`config.mk`:
```
export PLATFORM = sky130hd
export DESIGN_NAME = multicycle_ctrl
export DESIGN_NICKNAME = d
export VERILOG_FILES = /design/src/rtl/multicycle_ctrl.sv
export SDC_FILE = /design/constraint.sdc
export NUM_CORES = 1
export LEC_CHECK = 0
export CAP_MARGIN = 15
export CELL_PAD_IN_SITES_DETAIL_PLACEMENT = 0
export CELL_PAD_IN_SITES_GLOBAL_PLACEMENT = 1
export CORE_MARGIN = 2
export CORE_UTILIZATION = 35
export CTS_CLUSTER_SIZE = 24
export DETAILED_ROUTE_END_ITERATION = 10
export DONT_BUFFER_PORTS = 1
export GPL_ROUTABILITY_DRIVEN = 0
export PLACE_DENSITY = 0.71
export SYNTH_ARGS = -nofsm -noshare
export SYNTH_HDL_FRONTEND = slang
export SYNTH_SLANG_ARGS = --single-unit
```
`constraint.sdc`:
```
create_clock -name i_clk -period 2 [get_ports i_clk]
set_input_delay 0.4 -clock i_clk [delete_from_list [all_inputs] [get_ports i_clk]]
set_output_delay 0.4 -clock i_clk [all_outputs]
set_load 0.03 [all_outputs]
```
`src/rtl/multicycle_ctrl.sv`:
```
// multicycle_ctrl: LEGv8 multi-cycle control FSM; define ILLEGAL_TRAP_EN to trap illegal opcodes in HALT.
module multicycle_ctrl #(
    parameter int OP_W = 11
) (
    input  logic            i_clk,
    input  logic            i_reset,
    input  logic [OP_W-1:0] i_opcode,
    input  logic            i_zero,
    input  logic            i_mem_ready,
    output logic [1:0]      o_alu_ctrl,
    output logic            o_alu_src_a,
    output logic [1:0]      o_alu_src_b,
    output logic [1:0]      o_result_src,
    output logic            o_adr_src,
    output logic            o_mem_read,
    output logic            o_mem_write,
    output logic            o_ir_write,
    output logic            o_pc_write,
    output logic            o_reg_write,
    output logic            o_instr_done,
    output logic            o_illegal
);
    typedef enum logic [3:0] {
        FETCH, DECODE, MEMADR, MEMREAD, MEMWB, MEMWRITE, EXEC_R, ALUWB, CBZ, BRANCH, HALT
    } state_t;

    state_t state;

`ifdef ILLEGAL_TRAP_EN
    localparam bit TRAP = 1'b1;
    assign o_illegal = !i_reset && state == HALT;
`else
    localparam bit TRAP = 1'b0;
    assign o_illegal = 1'b0;
`endif

    localparam state_t ILL_NEXT = TRAP ? HALT : FETCH;

    logic is_add, is_sub, is_and, is_orr, is_ldur, is_stur, is_cbz, is_b;
    logic is_r, is_mem, is_legal;

    assign is_add   = i_opcode == 11'b10001011000;
    assign is_sub   = i_opcode == 11'b11001011000;
    assign is_and   = i_opcode == 11'b10001010000;
    assign is_orr   = i_opcode == 11'b10101010000;
    assign is_ldur  = i_opcode == 11'b11111000010;
    assign is_stur  = i_opcode == 11'b11111000000;
    assign is_cbz   = i_opcode[OP_W-1 -: 8] == 8'b10110100;
    assign is_b     = i_opcode[OP_W-1 -: 6] == 6'b000101;
    assign is_r     = is_add | is_sub | is_and | is_orr;
    assign is_mem   = is_ldur | is_stur;
    assign is_legal = is_r | is_mem | is_cbz | is_b;

    always_ff @(posedge i_clk) begin
        if (i_reset) state <= FETCH;
        else begin
            case (state)
                FETCH:    state <= i_mem_ready ? DECODE : FETCH;
                DECODE:   state <= is_mem ? MEMADR : is_r ? EXEC_R : is_cbz ? CBZ : is_b ? BRANCH : ILL_NEXT;
                MEMADR:   state <= is_ldur ? MEMREAD : MEMWRITE;
                MEMREAD:  state <= i_mem_ready ? MEMWB : MEMREAD;
                MEMWRITE: state <= i_mem_ready ? FETCH : MEMWRITE;
                EXEC_R:   state <= ALUWB;
                HALT:     state <= HALT;
                default:  state <= FETCH;
            endcase
        end
    end

    always_comb begin
        o_alu_ctrl   = 2'b00;
        o_alu_src_a  = 1'b0;
        o_alu_src_b  = 2'b00;
        o_result_src = 2'b00;
        o_adr_src    = 1'b0;
        o_mem_read   = 1'b0;
        o_mem_write  = 1'b0;
        o_ir_write   = 1'b0;
        o_pc_write   = 1'b0;
        o_reg_write  = 1'b0;
        o_instr_done = 1'b0;
        case (state)
            FETCH: begin
                o_mem_read   = 1'b1;
                o_alu_src_b  = 2'b01;
                o_result_src = 2'b10;
                o_ir_write   = i_mem_ready;
                o_pc_write   = i_mem_ready;
            end
            DECODE: begin
                o_alu_src_b  = 2'b11;
                o_instr_done = !is_legal && !TRAP;
            end
            MEMADR: begin
                o_alu_src_a = 1'b1;
                o_alu_src_b = 2'b10;
            end
            MEMREAD: begin
                o_adr_src  = 1'b1;
                o_mem_read = 1'b1;
            end
            MEMWB: begin
                o_result_src = 2'b01;
                o_reg_write  = 1'b1;
                o_instr_done = 1'b1;
            end
            MEMWRITE: begin
                o_adr_src    = 1'b1;
                o_mem_write  = 1'b1;
                o_instr_done = i_mem_ready;
            end
            EXEC_R: begin
                o_alu_src_a = 1'b1;
                o_alu_ctrl  = is_sub ? 2'b01 : is_and ? 2'b10 : is_orr ? 2'b11 : 2'b00;
            end
            ALUWB: begin
                o_reg_write  = 1'b1;
                o_instr_done = 1'b1;
            end
            CBZ: begin
                o_pc_write   = i_zero;
                o_instr_done = 1'b1;
            end
            BRANCH: begin
                o_pc_write   = 1'b1;
                o_instr_done = 1'b1;
            end
            default: ;
        endcase
        if (i_reset) begin
            o_alu_ctrl   = 2'b00;
            o_alu_src_a  = 1'b0;
            o_alu_src_b  = 2'b00;
            o_result_src = 2'b00;
            o_adr_src    = 1'b0;
            o_mem_read   = 1'b0;
            o_mem_write  = 1'b0;
            o_ir_write   = 1'b0;
            o_pc_write   = 1'b0;
            o_reg_write  = 1'b0;
            o_instr_done = 1'b0;
        end
    end
endmodule

```
==> flow_summary.toml, run 1 <==
[setup_path]
cp-end-kind = "primary output"
worstPathArrival_ns = 1.77
cp_max_fo = 2
startpoint_type = "input pin"
crit_type = "input pin to primary output"
crit_required_ns = 1.60

[detailed_routing]
drt_wl_total_mm = 1.81
via_per_inst = 5.91
dr.pass1.iters = 4
route.vias.total = 745
drtIter0Drc = 13
wire_per_inst_um = 14.3
ant_nets = 0
drc_errors = 0

[status]
violations = "setup timing"
status = "complete, but fails checks"

[synth]
syn-cell-area_sq_um = 588
syn_area_per_cell_sq_um = 6.46
yosys_warnings = 0
synth_nets = 106
synth_edf_count = 0
synth_seq_area_share_pct = 13.6
synth_seq_cells = 4
ys.flop_type = "dfxtp_1"
async_flop_share_pct = 0
synth_cell_types = 37
syn_inst = 91

[clock_network]
cts.path.max_buffers = 2
cts_root_buffer = "clkbuf_4"
postCtsHoldBufs = 0
htreeDepth = 1
clock_latency_ns = 0.23
cts.sinks = 4
cts_buffers = 3
clk_pin_slew_worst_paths_ns = 0.04
tritoncts = "yes"

[power_and_ir_drop]
power_density_nw_per_um2 = 294
share_comb_of_total_power_pct = 33.0
p_clk_share_pct = 35.7
switching_share_pct = 29.7
ir_drop_uv = 228
power.leakage_nw = 0.366
p_switching_mw = 0.0806
seqPwrFrac_pct = 31.3
cellInternalPower_mw = 0.191

[floorplanning]
core_sq_um = 1540
die_x_um = 45.0
initial_utilization_pct = 38.1
dieArea_sq_um = 2020
rows = 14
io-pin-count = 30
die-height_um = 45.0

[global_route]
overflow = 0
grt_max_degree = 17
grt_pass1_vias = 664
grtUsageTotal_pct = 19.0
grt_antenna_before_repair = 0
grt_pass1_wl_mm = 2.85

[timing]
finalClockSkew_ns = 0.000807
fin_crit_sh_pct = 108
fmax_mhz = 461
hold_viol = 0
setup_viol = 3
slew_viol_final = 0
rsz0062_at_grt = "yes"
period_minus_slack_ns = 2.17
whs_ns = 0.243
setup_ws_ns = -0.168

[cells_and_area]
drive_gt1_share_pct = 39.1
final_area_sq_um = 926
fill_cells = 155
antenna_cells = 0
largest_reg_flops = 4
syn_to_final_growth_pct = 57.4
final_util_pct = 60.1
top_register = "state"
nNetsFinal = 127
top_regs = "state (4)"

[placed_design]
placed_cell_area_sq_um = 870
pre_cts_ws_ns = -0.224
place_hpwl_mm = 1.42
portBuffers = 0

[hold_path]
min_path_type = "input pin to register"

[run]
maxCapViolCount = 0
## final timing paths
| path | start | to | slack [ns] | depth (start not counted) |
|---|---|---|---|---|
| setup / recovery | i_opcode[0] | o_alu_ctrl[0] | -0.17 | 4 |
| hold / removal | i_reset | state[3] | 0.24 | 1 |
| setup reg to reg | state[0] | state[1] | 0.62 | 4 |
| hold reg to reg | state[0] | state[0] | 0.62 | 2 |
## per-stage QoR
step	total power, mW	std cells	setup TNS [ns]
CTS	0.277	126	-0.396
detailed placement	0.172	122	-0.427
finish	0.272	126	-0.328
global placement	0.171	122	-0.412
floorplan	0.151	91	-0.333
global route	0.290	126	-0.432
## placed cells by master (no fill, tap or decap), types with 2 or more instances in the layout
cell type   n
nor2b_1     3
inv_1       3
buf_4      19
buf_12      4
nor2_1     13
clkbuf_4    3
nand2b_1    6
o221ai_1    2
a21oi_1     6
nor3_1      3
o21ai_0     6
dfxtp_2     4
nand2_1     4
or4_4       2
nor3_4      2
## what timing repair did
item / in CTS / in global routing
setup buffers: 1 / 0
gates cloned: 0 / 0
endpoints found under the setup margin: 3 / 4
resized for setup: 6 / 4
hold endpoints to repair: 0 / 0
pin swaps: 3 / 1
## layout make-up
cell class	instances	area (sq um)	area share, %
flip-flops and latches	4	85.1	9.19
repair buffers	24	234	25.3
clock buffers	3	22.5	2.43
multi-input cells	75	549	59.3
inverters	4	15.0	1.62
well taps	16	20.0	2.16
## logic make-up after synthesis
group	synth area share, %
and+or+nand+nor	44.9
AOI/OAI and AO/OA	31.1
buffers and inverters	8.30
DFF	13.6
xor gates and xnor gates	1.49
other	0.638
## Yosys cell counts, drive strengths merged (2+ instances only)
| library cell | n | area share [%] |
|---|---|---|
| a21oi | 7 | 6.0 |
| and2 | 2 | 2.1 |
| buf | 2 | 1.9 |
| clkbuf | 6 | 3.8 |
| dfxtp | 4 | 14 |
| inv | 3 | 1.9 |
| nand2 | 4 | 2.6 |
| nand2b | 6 | 6.4 |
| nor2 | 14 | 8.9 |
| nor2b | 3 | 3.2 |
| nor3 | 5 | 4.3 |
| nor4 | 2 | 2.1 |
| o21ai | 7 | 6.0 |
| o221ai | 2 | 3.0 |
| or4 | 3 | 3.8 |
## worst max-delay path: stages
cell    delay (ns)
or4b_4        0.52
or4_4         0.52
buf_6         0.14
nor2_4        0.18
## power by group through the flow
stage,registers (mW),clock network (mW),logic [mW]
6_report,0.0850,0.0971,0.0897
5_1_grt,0.0854,0.109,0.0958
4_1_cts,0.0850,0.102,0.0894
3_5_place_dp,0.0859,0,0.0863
3_3_place_gp,0.0861,0,0.0849
2_1_floorplan,0.0834,0,0.0673
## routing by layer
metal / up-vias / global-route usage (%) / routed length, um
li1: 375 / - / -
met1: 343 / 27.3 / 846
met2: 27 / 29.4 / 836
met3: 0 / 5.20 / 123
met4: 0 / 1.76 / 0
met5: - / 0 / 0
(Power assumes the default switching activity.)
==> run 2, diff against run 1 <==
- ABC_CLOCK_PERIOD_IN_PS: unset -> 2000
==> results of run 2 <==
Final layout, timing and power as in run 1 (identical DEF).
